## src/rtl/cache_bus_arbiter.sv

```systemverilog
// Shares one memory bus between the I-cache and D-cache: round-robin request
// grant held across bursts, plus tag-matched steering of line-fill response beats.
module cache_bus_arbiter #(
  parameter int unsigned BUS_DATA_WIDTH = 64,
  parameter int unsigned BUS_TAG_WIDTH  = 13,
  parameter int unsigned BEATS_PER_LINE = 8,
  parameter int unsigned READ_TAG_BIT   = 12
) (
  input  logic                      clk,
  input  logic                      reset,
  input  logic                      i_reqcyc,
  input  logic [BUS_DATA_WIDTH-1:0] i_req,
  input  logic [BUS_TAG_WIDTH-1:0]  i_reqtag,
  output logic                      i_reqack,
  output logic                      i_respcyc,
  output logic [BUS_DATA_WIDTH-1:0] i_resp,
  output logic [BUS_TAG_WIDTH-1:0]  i_resptag,
  input  logic                      i_respack,
  input  logic                      d_reqcyc,
  input  logic [BUS_DATA_WIDTH-1:0] d_req,
  input  logic [BUS_TAG_WIDTH-1:0]  d_reqtag,
  output logic                      d_reqack,
  output logic                      d_respcyc,
  output logic [BUS_DATA_WIDTH-1:0] d_resp,
  output logic [BUS_TAG_WIDTH-1:0]  d_resptag,
  input  logic                      d_respack,
  output logic                      bus_reqcyc,
  output logic [BUS_DATA_WIDTH-1:0] bus_req,
  output logic [BUS_TAG_WIDTH-1:0]  bus_reqtag,
  input  logic                      bus_reqack,
  input  logic                      bus_respcyc,
  input  logic [BUS_DATA_WIDTH-1:0] bus_resp,
  input  logic [BUS_TAG_WIDTH-1:0]  bus_resptag,
  output logic                      bus_respack,
  output logic                      err_unmatched
);

  localparam int unsigned CW = (BEATS_PER_LINE > 1) ? $clog2(BEATS_PER_LINE) : 1;
  localparam logic [CW-1:0] LAST_BEAT = CW'(BEATS_PER_LINE - 1);

  typedef enum logic [1:0] {IDLE, GNT_I, GNT_D} gnt_state_t;
  typedef enum logic [1:0] {OWN_NONE, OWN_I, OWN_D} owner_t;

  gnt_state_t               state;
  logic                     rr_favour_d;
  logic                     pending_i, pending_d;
  logic [BUS_TAG_WIDTH-1:0] tag_i, tag_d;
  owner_t                   resp_owner;
  logic [CW-1:0]            beat_cnt;
  logic                     err_q;

  logic                      elig_i, elig_d;
  logic                      match_i, match_d, unmatched;
  owner_t                    route;
  logic                      fwd_cyc;
  logic [BUS_DATA_WIDTH-1:0] fwd_req;
  logic [BUS_TAG_WIDTH-1:0]  fwd_tag;
  logic                      fwd_respack;
  logic                      capture;

  assign elig_i    = i_reqcyc & ~pending_i;
  assign elig_d    = d_reqcyc & ~pending_d;
  assign match_d   = pending_d & (bus_resptag == tag_d);
  assign match_i   = pending_i & (bus_resptag == tag_i);
  assign unmatched = (resp_owner == OWN_NONE) & bus_respcyc & ~match_d & ~match_i;

  // The first beat of a fill is steered in the cycle it matches, before resp_owner registers it.
  always_comb begin
    route = resp_owner;
    if (resp_owner == OWN_NONE && bus_respcyc) begin
      if (match_d)      route = OWN_D;
      else if (match_i) route = OWN_I;
      else              route = OWN_NONE;
    end
  end

  always_comb begin
    fwd_cyc = 1'b0;
    fwd_req = '0;
    fwd_tag = '0;
    case (state)
      GNT_I: begin
        fwd_cyc = i_reqcyc;
        fwd_req = i_req;
        fwd_tag = i_reqtag;
      end
      GNT_D: begin
        fwd_cyc = d_reqcyc;
        fwd_req = d_req;
        fwd_tag = d_reqtag;
      end
      default: ;
    endcase
    case (route)
      OWN_I:   fwd_respack = i_respack;
      OWN_D:   fwd_respack = d_respack;
      default: fwd_respack = unmatched;
    endcase
  end

  assign capture = fwd_cyc & bus_reqack & fwd_tag[READ_TAG_BIT];

  always_comb begin
    bus_reqcyc    = 1'b0;
    bus_req       = '0;
    bus_reqtag    = '0;
    i_reqack      = 1'b0;
    d_reqack      = 1'b0;
    i_respcyc     = 1'b0;
    d_respcyc     = 1'b0;
    i_resp        = '0;
    d_resp        = '0;
    i_resptag     = '0;
    d_resptag     = '0;
    bus_respack   = 1'b0;
    err_unmatched = 1'b0;
    if (reset) begin
      bus_reqcyc    = fwd_cyc;
      bus_req       = fwd_req;
      bus_reqtag    = fwd_tag;
      i_reqack      = (state == GNT_I) & bus_reqack;
      d_reqack      = (state == GNT_D) & bus_reqack;
      i_respcyc     = bus_respcyc & (route == OWN_I);
      d_respcyc     = bus_respcyc & (route == OWN_D);
      i_resp        = bus_resp;
      d_resp        = bus_resp;
      i_resptag     = bus_resptag;
      d_resptag     = bus_resptag;
      bus_respack   = fwd_respack;
      err_unmatched = err_q;
    end
  end

  always_ff @(posedge clk or negedge reset) begin
    if (!reset) begin
      state       <= IDLE;
      rr_favour_d <= 1'b1;
    end else begin
      case (state)
        IDLE: begin
          if (elig_d && (rr_favour_d || !elig_i)) state <= GNT_D;
          else if (elig_i)                        state <= GNT_I;
        end
        GNT_I: begin
          if (!i_reqcyc || pending_i) begin
            state       <= elig_d ? GNT_D : IDLE;
            rr_favour_d <= 1'b1;
          end
        end
        GNT_D: begin
          if (!d_reqcyc || pending_d) begin
            state       <= elig_i ? GNT_I : IDLE;
            rr_favour_d <= 1'b0;
          end
        end
        default: state <= IDLE;
      endcase
    end
  end

  // Capture is written after completion so a same-cycle new read re-arms pending.
  always_ff @(posedge clk or negedge reset) begin
    if (!reset) begin
      pending_i  <= 1'b0;
      pending_d  <= 1'b0;
      tag_i      <= '0;
      tag_d      <= '0;
      resp_owner <= OWN_NONE;
      beat_cnt   <= '0;
      err_q      <= 1'b0;
    end else begin
      if (resp_owner == OWN_NONE && route != OWN_NONE) resp_owner <= route;
      if (route != OWN_NONE && fwd_respack) begin
        if (beat_cnt == LAST_BEAT) begin
          beat_cnt   <= '0;
          resp_owner <= OWN_NONE;
          if (route == OWN_D) pending_d <= 1'b0;
          else                pending_i <= 1'b0;
        end else begin
          beat_cnt <= beat_cnt + 1'b1;
        end
      end
      if (capture && state == GNT_D) begin
        pending_d <= 1'b1;
        tag_d     <= fwd_tag;
      end
      if (capture && state == GNT_I) begin
        pending_i <= 1'b1;
        tag_i     <= fwd_tag;
      end
      if (unmatched) err_q <= 1'b1;
    end
  end

endmodule

```

## config.mk

```make
export PLATFORM = sky130hd
export DESIGN_NAME = cache_bus_arbiter
export DESIGN_NICKNAME = d
export VERILOG_FILES = /design/src/rtl/cache_bus_arbiter.sv
export SDC_FILE = /design/constraint.sdc
export NUM_CORES = 1
export LEC_CHECK = 0
export CORE_AREA = 2 2 188 190
export CTS_BUF_LIST = sky130_fd_sc_hd__clkbuf_8
export CTS_CLUSTER_SIZE = 20
export DETAILED_ROUTE_END_ITERATION = 6
export DIE_AREA = 0 0 190 192
export SYNTH_ARGS = -nofsm -noshare
export SYNTH_HDL_FRONTEND = slang
export SYNTH_SLANG_ARGS = --single-unit
```

## constraint.sdc

```tcl
create_clock -name clk -period 3.3 [get_ports clk]
set_input_delay 0.66 -clock clk [delete_from_list [all_inputs] [get_ports clk]]
set_output_delay 0.66 -clock clk [all_outputs]
set_load 0.01 [all_outputs]
```

Word-level counts from Yosys, hierarchy flattened
Index checks and enable logic that the tools add are counted.
{"block": "classes", "bitwise_logic": 17, "n_mux": 40, "addsub": 1, "n_eq_ne": 11, "n_reduce_logical": 25}
{"operator": "two-way mux 64 bit", "n": 2}
{"operator": "one-hot mux 64 bit (2 select lines)", "n": 1}
{"operator": "== test 13 bit", "n": 2}
{"operator": "two-way mux 13 bit", "n": 2}
{"operator": "one-hot mux 13 bit (2 select lines)", "n": 1}
{"operator": "two-way mux 2 bit", "n": 10}
{"operator": "two-way mux 1 bit", "n": 19}
{"operator": "nonzero test 2 bit", "n": 7}
{"operator": "bitwise AND 1 bit", "n": 13}
{"operator": "AND reduction 3 bit", "n": 4}
{"operator": "logical AND 1 bit", "n": 6}
{"operator": "inequality test 2 x 1 -> 1 bit (second input constant)", "n": 3}
{"operator": "one-hot mux 1 bit (2 select lines)", "n": 3}
{"operator": "one-hot mux 2 bit (3 select lines)", "n": 1}
{"operator": "== test 2 x 1 -> 1 bit (second input constant)", "n": 2}
{"operator": "== test 2 bit (second input constant)", "n": 2}
{"operator": "zero test 2 bit", "n": 2}
{"operator": "inverter 1 bit", "n": 4}
{"operator": "adder 3 x 1 -> 3 bit (second input constant)", "n": 1}
{"operator": "== test 3 bit (second input constant)", "n": 1}
{"operator": "zero test 1 bit", "n": 3}
{"operator": "logical OR 1 bit", "n": 3}
{"operator": "two-way mux 3 bit", "n": 1}
{"operator": "inequality test 3 bit (second input constant)", "n": 1}
{"block": "totals", "input_bits": 239, "output_inout_bits": 238, "reg_bits": 37}

Depth between registers and ports, before layout
Gate-level depths: netlist (run 1).
{"block": "logic_depth", "word_depth": 10, "depth_mapped": 11}

Least setup slack after synthesis (run 1)
No wires, ideal clock.
{"block": "synth_timing", "kind": "input to register", "start": "in bus_resptag[8]", "end": "reg beat_cnt[0]", "slack_ps": 237, "setup_time_ps": 127, "t_arrival_ps": 2936, "stages": 9, "required_ps": 3173, "cell_sequence": "xnor2_1 nand4_1 or4_1 a31oi_1 ha_1 nor2_1 inv_1 o41ai_4 mux2_1"}
{"block": "synth_via", "elab_chain_cells": 8, "elab_cells_between_ends": 16}
{"element": "start: declaration", "line": "33", "rtl": "input logic [BUS_TAG_WIDTH-1:0] bus_resptag,"}
{"element": "== test 13 bit", "line": "64", "rtl": "assign match_i = pending_i & (bus_resptag == tag_i);"}
{"element": "bitwise AND 1 bit", "line": "64"}
{"element": "two-way mux 1 bit", "line": "72", "rtl": "else if (match_i) route = OWN_I;"}
{"element": "two-way mux 2 bit", "line": "71", "rtl": "if (match_d) route = OWN_D;"}
{"element": "two-way mux 2 bit", "line": "70", "rtl": "if (resp_owner == OWN_NONE && bus_respcyc) begin"}
{"element": "== test 2 bit / == test 2 x 1 -> 1 bit (equally long branches)", "line": "94", "rtl": "case (route)"}
{"element": "one-hot mux 1 bit (2 select lines)", "line": "94"}
{"element": "logical AND 1 bit (*)", "line": "173", "rtl": "if (route != OWN_NONE && fwd_respack) begin"}
{"element": "end signal: assignment", "line": "180", "rtl": "beat_cnt <= beat_cnt + 1'b1;"}
{"element": "end: declaration", "line": "49", "rtl": "logic [CW-1:0] beat_cnt;"}
Every way passes the cells marked *; elsewhere a longest branch is shown, timed or not.
A chain may end at the register's enable or synchronous reset.

Worst setup path after layout (run 1)
{"block": "layout_timing", "start": "in bus_resptag[2]", "end": "out bus_respack"}
{"block": "layout_via", "elab_chain_cells": 8, "elab_cells_between_ends": 15}
{"element": "== test 13 bit", "line": "64"}
{"element": "bitwise AND 1 bit", "line": "64"}
{"element": "two-way mux 1 bit", "line": "72"}
{"element": "two-way mux 2 bit", "line": "71"}
{"element": "two-way mux 2 bit", "line": "70"}
{"element": "== test 2 bit / == test 2 x 1 -> 1 bit (equally long branches)", "line": "94"}
{"element": "one-hot mux 1 bit (2 select lines) (*)", "line": "94"}
{"element": "two-way mux 1 bit (*)", "line": "117", "rtl": "if (reset) begin"}
{"element": "end: declaration", "line": "34", "rtl": "output logic bus_respack,"}
Marked as above.

==> results_tabular.tex, run 1 <==
\begin{tabular}{lr}
\hline
Metric & Value \\
\hline
\multicolumn{2}{l}{\textbf{Placement}} \\
PortBufs & between 400 and 500 \\
Detailed placer's ending HPWL & between 20000 and 25000 um \\
GPL Wtd Cong & just under 0.8 \\
Post-Place Cell Area & a little over 0.009 sq mm \\
\multicolumn{2}{l}{\textbf{STA}} \\
Final count of negative-setup-slack endpoints & 0 \\
Setup repair after global routing missed its margin & true \\
Slew margin rel. & 59.7\% \\
Count of pins over their slew limit & 0 \\
Crit share post-route & a little over nine tenths \\
Maximum clock frequency & 0.311 GHz \\
Hold Fails Final Rpt & 0 \\
Total negative slack & 0 ns \\
Setup clock skew after layout & around 0.0032 ns \\
Worst-margin pin slew & 0.605 ns \\
Final critical delay including setup and external delays & about 3.2 ns \\
Worst hold slack & 0.398 ns \\
\multicolumn{2}{l}{\textbf{Cells and area}} \\
Storage element area & approximately 930 sq um \\
Commonest cells after routing, fill and taps aside & sky130\_fd\_sc\_hd\_\_clkdlybuf4s50\_1 (457), sky130\_fd\_sc\_hd\_\_nor2\_1 (83), sky130\_fd\_sc\_hd\_\_a22oi\_1 (78), sky130\_fd\_sc\_hd\_\_and2\_1 (77) \\
Post-route cell area & about 0.0094 sq mm \\
Fillcell total & between 3000 and 4000 \\
Most common cell after layout, fill and taps aside & sky130\_fd\_sc\_hd\_\_clkdlybuf4s50\_1 \\
Number of nets in the finished design & 1218 \\
Multi-input logic area & about 0.0026 sq mm \\
Fraction of final layout cells with drive strength greater than 1 & under 10\% \\
Syn-to-layout area delta & 125\% \\
\multicolumn{2}{l}{\textbf{Worst setup path}} \\
Start point of the critical path & bus\_resptag[2] \\
Capturing instance or port of the critical path & bus\_respack \\
Register-to-register setup slack & around 0.40 ns \\
Worst setup path category & input port to output pin \\
R2r worst-path depth & 10 \\
Critical register-to-register path endpoint & beat\_cnt[1] \\
Critical Path Sink Type & output pin \\
Worst Setup Start Kind & input port \\
Data arrival time of the critical path & approximately 2.6 ns \\
WP data required & 2.64 ns \\
Crit Reg-Reg Startpoint & tag\_d[2] \\
Crit Path Max Fanout & 3 \\
\multicolumn{2}{l}{\textbf{Clock tree}} \\
Maximum number of buffers from clock root to sink & 2 \\
H-Tree Depth & 2 \\
Clock latency at the later pin of the worst-skew pair & approximately 0.28 ns \\
Total CTS buffers & 5 \\
Clock tree root driver cell & sky130\_fd\_sc\_hd\_\_clkbuf\_8 \\
Clock tree from TritonCTS & yes \\
TritonCTS sink count & 37 \\
Reg clk slew, reported paths & 0.07 ns \\
\multicolumn{2}{l}{\textbf{GRT}} \\
Most crowded layer after global routing & met2 \\
Grt met3 use & approximately 3.0\% \\
Wire length of the first global-routing pass & about 34000 um \\
Via count of the first global-routing pass & 5328 \\
Number of antenna violations at the first check in global routing & 4 \\
Overflow after GRT & 0 \\
Routing usage on met2 & between 20\% and 30\% \\
Global routing usage on met1 & between 10\% and 20\% \\
Maximum number of pins on one net before global-route repair & 87 \\
GRT Overall Usage & between 10\% and 20\% \\
\multicolumn{2}{l}{\textbf{Yosys}} \\
Synth area leaders & sky130\_fd\_sc\_hd\_\_dfrtp\_1 (22\%), sky130\_fd\_sc\_hd\_\_a22oi\_1 (14\%), sky130\_fd\_sc\_hd\_\_buf\_4 (14\%) \\
Synth Area per Inst & 7.42 sq um \\
Ys async rst share & 100\% \\
Yosys top cell by area & sky130\_fd\_sc\_hd\_\_dfrtp\_1 \\
Number of register bits inferred by synthesis & 37 \\
Distinct cell type count after synthesis & 38 \\
Cells after synthesis & $\sim$560 \\
Fraction of the yosys area taken by sequential cells & between 20 and 25\% \\
Synth Net Count & just over 800 \\
Number of enable-type register cells in the synthesized netlist & 0 \\
Most common flop cell mapped by yosys & sky130\_fd\_sc\_hd\_\_dfrtp\_1 \\
Portion of synthesized cell area occupied by the leading cell type & between 20\% and 30\% \\
Synth Warn \# & 0 \\
Cell area after technology mapping & 0.00417 sq mm \\
\multicolumn{2}{l}{\textbf{Die}} \\
Initial core utilization & between 10\% and 20\% \\
Die Width & $\sim$190 um \\
Placeable core region & 0.0343 sq mm \\
Die area & 0.0365 sq mm \\
Standard-cell row count & 68 \\
Top-Level Pins & 477 \\
Die H & $\sim$190 um \\
\multicolumn{2}{l}{\textbf{Detailed routing}} \\
First-pass iteration count of the detailed router & 4 \\
Remaining design rule violation count & 0 \\
Avg Vias per Cell & about 3.8 \\
DRT iter0 DRCs & roughly 240 \\
Antenna violation net count after detailed routing & 0 \\
Vias after detailed routing & 5494 \\
Routed wire length per instance & approximately 18 um \\
Drt total wl & 25100 um \\
\multicolumn{2}{l}{\textbf{Pwr}} \\
Part of the power in the clock network & a little under a tenth \\
Switching Fraction & between 40\% and 50\% \\
Pwr per Cell Area & 361 mW/mm\^{}2 \\
Overall Power & 3380 uW \\
Part of the total power dissipated in combinational logic & just over 70\% \\
Sequential power share & a little under a fifth \\
Switching power & around 1400 uW \\
Power Internal & between 1500 and 2000 uW \\
Peak supply drop & about 230 uV \\
Leakage & about 0.0035 uW \\
\multicolumn{2}{l}{\textbf{Hold path}} \\
Worst min-delay path category & input port to asynchronous set/reset pin \\
\multicolumn{2}{l}{\textbf{Run}} \\
Number of max-cap violations & 0 \\
\multicolumn{2}{l}{\textbf{Run status}} \\
Result of the run & complete, no violations \\
\hline
\end{tabular}
[power groups by stage]
| stage | Sequential [uW] | Combinational, uW | Clock (uW) |
|---|---|---|---|
| final | 628 | 2440 | 311 |
| after global routing | 640 | 2660 | 342 |
| after CTS | 629 | 2460 | 325 |
| after detailed placement | 630 | 2440 | 0 |
| after global placement | 633 | 2420 | 0 |
| after floorplan | 604 | 1210 | 0 |
[kinds of logic after synthesis]
family                   after synthesis  share of synthesized area (%)
AO/OA/AOI/OAI                        123                           20.8
buffers and inverters                125                           18.2
XOR/XNOR                              26                           5.46
multiplexers                           4                           1.08
adder cells (fa/ha/maj)                9                           2.70
AND/OR/NAND/NOR                      238                           29.5
flip-flops                            37                           22.2
[layout make-up]
type / instances / area share, %
Antenna cell: 4 / 0.107
Clock buffer: 6 / 0.882
Clock inverter: 1 / 0.0401
Inverter: 8 / 0.321
Multi-Input combinational cell: 400 / 28.1
Sequential cell: 37 / 9.90
Tap cell: 455 / 6.08
Timing Repair Buffer: 518 / 54.6
[routing by layer]
| layer | vias up | part of all wire [%] | wire [um] |
|---|---|---|---|
| li1 | 2650 | - | - |
| met1 | 2539 | 40 | 10100 |
| met2 | 283 | 51 | 12700 |
| met3 | 20 | 7.6 | 1910 |
| met4 | 2 | 1.4 | 344 |
| met5 | - | 0.052 | 13 |
[sequential cells by signal (all words and copies together) (netlist names)]
| register | cells |
|---|---|
| pending_d | 1 |
| beat_cnt | 3 |
| pending_i | 1 |
| resp_owner | 2 |
| tag_i | 13 |
| tag_d | 13 |
| err_q | 1 |
| state | 2 |
| rr_favour_d | 1 |
[worst min path at each step]
stage,depth (start not counted),start,slack (ns),to
detailed placement,1,err_q,0.45,err_q
floorplan,0,reset,0.36,beat_cnt[0]
finish,2,reset,0.40,resp_owner[0]
global placement,1,err_q,0.45,err_q
CTS,2,reset,0.40,resp_owner[0]
global route,2,reset,0.40,resp_owner[1]
[cells in the mapped netlist (2+ instances only)]
master / count
sky130_fd_sc_hd__nor2_1: 83
sky130_fd_sc_hd__a22oi_1: 79
sky130_fd_sc_hd__and2_1: 77
sky130_fd_sc_hd__buf_4: 77
sky130_fd_sc_hd__dfrtp_1: 36
sky130_fd_sc_hd__nand2_1: 35
sky130_fd_sc_hd__clkbuf_1: 28
sky130_fd_sc_hd__o21ai_0: 27
sky130_fd_sc_hd__xnor2_1: 26
sky130_fd_sc_hd__nand2b_1: 17
sky130_fd_sc_hd__buf_1: 10
sky130_fd_sc_hd__ha_1: 9
sky130_fd_sc_hd__inv_1: 8
sky130_fd_sc_hd__and3_1: 5
sky130_fd_sc_hd__nand4_1: 5
sky130_fd_sc_hd__nor2b_1: 5
sky130_fd_sc_hd__a21oi_1: 4
sky130_fd_sc_hd__a31oi_1: 3
sky130_fd_sc_hd__mux2_1: 3
sky130_fd_sc_hd__nand3_1: 3
sky130_fd_sc_hd__a21boi_0: 2
sky130_fd_sc_hd__a21o_1: 2
sky130_fd_sc_hd__buf_2: 2
sky130_fd_sc_hd__nor4_4: 2
[per-stage QoR]
stage / setup WS, ns / cells / util, %
6_report: 0.0833 / 1429 / 27.3
3_5_place_dp: -1.03 / 1411 / 26.6
4_1_cts: 0.00162 / 1424 / 27.1
5_1_grt: -0.0344 / 1427 / 27.3
3_3_place_gp: -1.02 / 1411 / 26.6
2_1_floorplan: 0.237 / 562 / -
[critical path, cell delays in order]
cell and delay [ns]:
sky130_fd_sc_hd__buf_6 0.11, sky130_fd_sc_hd__xnor2_2 0.16, sky130_fd_sc_hd__nand4_1 0.14, sky130_fd_sc_hd__or4_4 0.58
sky130_fd_sc_hd__a31oi_4 0.20, sky130_fd_sc_hd__inv_2 0.05, sky130_fd_sc_hd__ha_2 0.19, sky130_fd_sc_hd__a22oi_2 0.14
sky130_fd_sc_hd__nand2_1 0.07, sky130_fd_sc_hd__o211a_1 0.14, sky130_fd_sc_hd__buf_6 0.12
[repair_timing]
item                                    in CTS  in global routing
hold buffers                                 0                  0
endpoints found under the setup margin      10                 79
pin swaps                                   23                  8
setup buffers                                6                  2
resized for setup                           80                 12
No activity file was read; power rests on OpenSTA's default activity.
==> run 2: changes to the inputs <==
CELL_PAD_IN_SITES_DETAIL_PLACEMENT = 0   (was unset)
CELL_PAD_IN_SITES_GLOBAL_PLACEMENT = 1   (was unset)
CORE_AREA = 2 2 185 187   (was 2 2 188 190)
CTS_BUF_LIST = sky130_fd_sc_hd__clkbuf_4 sky130_fd_sc_hd__clkbuf_8   (was sky130_fd_sc_hd__clkbuf_8)
DIE_AREA = 0 0 187 189   (was 0 0 190 192)
PLACE_DENSITY_LB_ADDON = 0.1   (was unset)
==> run 2 against run 1 <==
  * The run now ends with setup timing left
  * Register-to-register slack got worse by 0.27 ns
  * Global-route usage increased by 0.071 points
  * Combinational power increased by 3%
  * Core utilization increased by 1.4 points
  * Sequential share of layout area decreased by 0.19 points
  * Routed wire length decreased by 5.3%
  * Clock skew increased by 0.0051 ns
  * Setup slack got worse by 0.093 ns
  * Final cell count increased by 0.28%
  * Final area increased by 2.1%
  * Total power increased by 4.8%
  * Largest cell class unchanged
  * Highest routed layer unchanged
==> results_tabular.tex, run 2 (synthesis gave the netlist of run 1 again) <==
\begin{tabular}{lr}
\hline
Metric & Value \\
\hline
\multicolumn{2}{l}{\textbf{Run status}} \\
Result of the run & finished, violations left \\
Violated checks & setup timing \\
\multicolumn{2}{l}{\textbf{Pwr}} \\
Peak supply drop & 157 uV (-33\%) \\
Pwr per Cell Area & 371 mW/mm\^{}2 (+2.6\%) \\
Leakage & 0.00362 uW (+3.5\%) \\
\multicolumn{2}{l}{\textbf{Worst setup path}} \\
Largest incremental delay on the critical path & 0.56 ns (-0.02 ns) \\
Data arrival time of the critical path & 2.65 ns (+0.09 ns) \\
Critical Path Sink Type & output pin \\
Combined buffer and inverter count along the critical path & 4 (+1) \\
Critical register-to-register path endpoint & beat\_cnt[1] \\
Cell breakdown of the critical path & buf\_2 -> xnor2\_2 -> nand4\_2 -> or4\_4 -> a31oi\_1 -> buf\_4 -> buf\_6 -> ha\_4 -> o211a\_1 -> buf\_6 \\
Crit Path Max Fanout & 3 (unchanged) \\
Number of cells on the critical path & 10 (-1) \\
Worst setup path category & input port to output pin \\
Crit Reg-Reg Startpoint & tag\_d[1] \\
Worst Setup Start Kind & input port \\
Capturing instance or port of the critical path & bus\_respack \\
Highest-delay cell along the critical path & sky130\_fd\_sc\_hd\_\_or4\_4 \\
WP data required & 2.64 ns (about the same) \\
Start point of the critical path & bus\_resptag[4] \\
Top cell by count, worst path & sky130\_fd\_sc\_hd\_\_buf\_6 \\
R2r worst-path depth & 12 (+2) \\
Dominant delay contributor by cell family on the critical path & simple AND/OR/NAND/NOR gates \\
Register-to-register setup slack & 0.13 ns (-0.27 ns) \\
\multicolumn{2}{l}{\textbf{Clock tree}} \\
Clock latency at the later pin of the worst-skew pair & 0.29 ns (about the same) \\
Clock tree from TritonCTS & yes \\
Maximum number of buffers from clock root to sink & 2 (unchanged) \\
Clock tree root driver cell & sky130\_fd\_sc\_hd\_\_clkbuf\_8 \\
TritonCTS sink count & 37 (unchanged) \\
H-Tree Depth & 2 (unchanged) \\
Reg clk slew, reported paths & 0.08 ns (about the same) \\
Total CTS buffers & 5 (unchanged) \\
\multicolumn{2}{l}{\textbf{STA}} \\
Crit share post-route & 100\% (+2.8 points) \\
Worst-margin pin slew & 0.490 ns (-0.115 ns) \\
Maximum clock frequency & 0.302 GHz (-2.8\%) \\
Slew margin rel. & 67.3\% (+7.6 points) \\
Setup clock skew after layout & 0.00827 ns (+0.00506 ns) \\
Final count of negative-setup-slack endpoints & 1 (+1) \\
Count of pins over their slew limit & 0 (unchanged) \\
Final critical delay including setup and external delays & 3.31 ns (+0.0929 ns) \\
Hold Fails Final Rpt & 0 (unchanged) \\
Final WS setup & -0.00965 ns (-0.0929 ns) \\
Setup repair after global routing missed its margin & true \\
\multicolumn{2}{l}{\textbf{Die}} \\
Standard-cell row count & 67 (-1.5\%) \\
Die Width & 187 um (-1.6\%) \\
Die area & 0.0353 sq mm (-3.1\%) \\
Placeable core region & 0.0333 sq mm (-2.9\%) \\
Die H & 189 um (-1.6\%) \\
Initial core utilization & 12.5\% (+0.37 points) \\
Top-Level Pins & 477 (unchanged) \\
\multicolumn{2}{l}{\textbf{Placement}} \\
GPL Wtd Cong & 0.768 (-1.4\%) \\
PortBufs & 476 (unchanged) \\
Dpl cells & 1417 (+0.43\%) \\
Detailed placer's ending HPWL & 19800 um (-7.1\%) \\
\multicolumn{2}{l}{\textbf{Detailed routing}} \\
Routed wire length per instance & 16.6 um (-5.6\%) \\
Drt total wl & 23700 um (-5.3\%) \\
Vias after detailed routing & 5388 (-1.9\%) \\
DRT iter0 DRCs & 150 (-37\%) \\
Avg Vias per Cell & 3.76 (-2.2\%) \\
First-pass iteration count of the detailed router & 4 (unchanged) \\
Remaining design rule violation count & 0 (unchanged) \\
Antenna violation net count after detailed routing & 0 (unchanged) \\
\multicolumn{2}{l}{\textbf{Cells and area}} \\
Post-Layout Cell Count & 1433 (+0.28\%) \\
Util after Layout & 28.7\% (+1.4 points) \\
Fillcell total & 3620 (-0.49\%) \\
Fraction of final layout cells with drive strength greater than 1 & 12.0\% (+2.3 points) \\
Most common cell after layout, fill and taps aside & sky130\_fd\_sc\_hd\_\_clkdlybuf4s50\_1 \\
Registers with the highest flip-flop counts & tag\_d x13, tag\_i x13, beat\_cnt x3 \\
Number of nets in the finished design & 1232 (+1.1\%) \\
Commonest cells after routing, fill and taps aside & sky130\_fd\_sc\_hd\_\_clkdlybuf4s50\_1 (459), sky130\_fd\_sc\_hd\_\_nor2\_1 (83), sky130\_fd\_sc\_hd\_\_a22oi\_1 (78), sky130\_fd\_sc\_hd\_\_and2\_1 (77), sky130\_fd\_sc\_hd\_\_buf\_4 (50) \\
Syn-to-layout area delta & 129\% \\
\multicolumn{2}{l}{\textbf{GRT}} \\
Wire length of the first global-routing pass & 34900 um (+1.9\%) \\
Overflow after GRT & 0 (unchanged) \\
Number of antenna violations at the first check in global routing & 2 (-2) \\
Via count of the first global-routing pass & 5621 (+5.5\%) \\
Maximum number of pins on one net before global-route repair & 121 (+39\%) \\
GRT Overall Usage & 12.6\% (+0.071 points) \\
\multicolumn{2}{l}{\textbf{Run}} \\
Number of max-cap violations & 0 (unchanged) \\
\multicolumn{2}{l}{\textbf{Hold path}} \\
Worst min-delay path category & input port to asynchronous set/reset pin \\
\hline
\end{tabular}
[run 2: cell types whose count changed in the layout (fill, tap and decap cells not counted), moves of 3 or more]
| cell | change |
|---|---|
| sky130_fd_sc_hd__xnor2_1 | -6 |
| sky130_fd_sc_hd__buf_4 | +14 |
| sky130_fd_sc_hd__diode_2 | -3 |
| sky130_fd_sc_hd__xnor2_2 | +5 |
[run 2: cell type report]
class                           instances  area, sq um  area share (%)
Clock buffer                            5         68.8           0.720
Tap cell                              448          561            5.87
Sequential cell                        37          928            9.71
Inverter                                8         32.5           0.340
Clock inverter                          2         35.0           0.367
Multi-Input combinational cell        400         2710            28.4
Timing Repair Buffer                  532         5220            54.6
Antenna cell                            1         2.50          0.0262
[run 2: where the power goes]
group | internal (uW) | switching, uW | total [uW]
Sequential | 546 | 92.7 | 639
Combinational | 1300 | 1210 | 2520
Clock | 220 | 167 | 387
[run 2: worst register-to-register path: cells and delay by family (launching register included)]
family | cells | cell delay, ns
compound gates | 2 | 0.53
xor+xnor | 1 | 0.18
fa+ha+maj | 1 | 0.20
buf+inv | 4 | 0.49
flops | 1 | 0.45
mux | 1 | 0.36
simple gates | 3 | 0.84
[run 2: through the flow]
step | total power (uW) | setup TNS (ns) | setup WS, ns | cell area [sq um] | hold slack (ns)
floorplan | 1810 | 0 | 0.237 | 4170 | 0.364
global placement | 3180 | -5.29 | -0.895 | 9200 | 0.453
detailed placement | 3140 | -5.70 | -0.943 | 9200 | 0.457
CTS | 3590 | -0.0155 | -0.0155 | 9420 | 0.451
global route | 3840 | -0.232 | -0.139 | 9560 | 0.465
finish | 3540 | -0.00965 | -0.00965 | 9560 | 0.430
[run 2: how the worst min path moves through the flow]
stage	start	slack, ns	cells after the start	end
2_1_floorplan	reset	0.36	0	beat_cnt[0]
3_3_place_gp	err_q	0.45	1	err_q
3_5_place_dp	err_q	0.46	1	err_q
4_1_cts	reset	0.45	2	tag_i[3]
5_1_grt	reset	0.46	2	tag_i[7]
6_report	reset	0.43	2	tag_d[7]
[run 2: layer usage]
metal / part of all wire [%] / GRT usage [%] / vias to the layer above
met2: 53 / 24.6 / 254
met5: 0.042 / 0 / -
met4: 0.42 / 1.68 / 2
met3: 9.1 / 4.34 / 9
li1: - / - / 2678
met1: 37 / 13.3 / 2445
[run 2: repair_timing]
item | 4_1_cts | 5_1_grt
hold buffers | 0 | 0
resized for setup | 88 | 24
pin swaps | 22 | 19
setup endpoints to repair | 10 | 27
setup buffers | 5 | 4
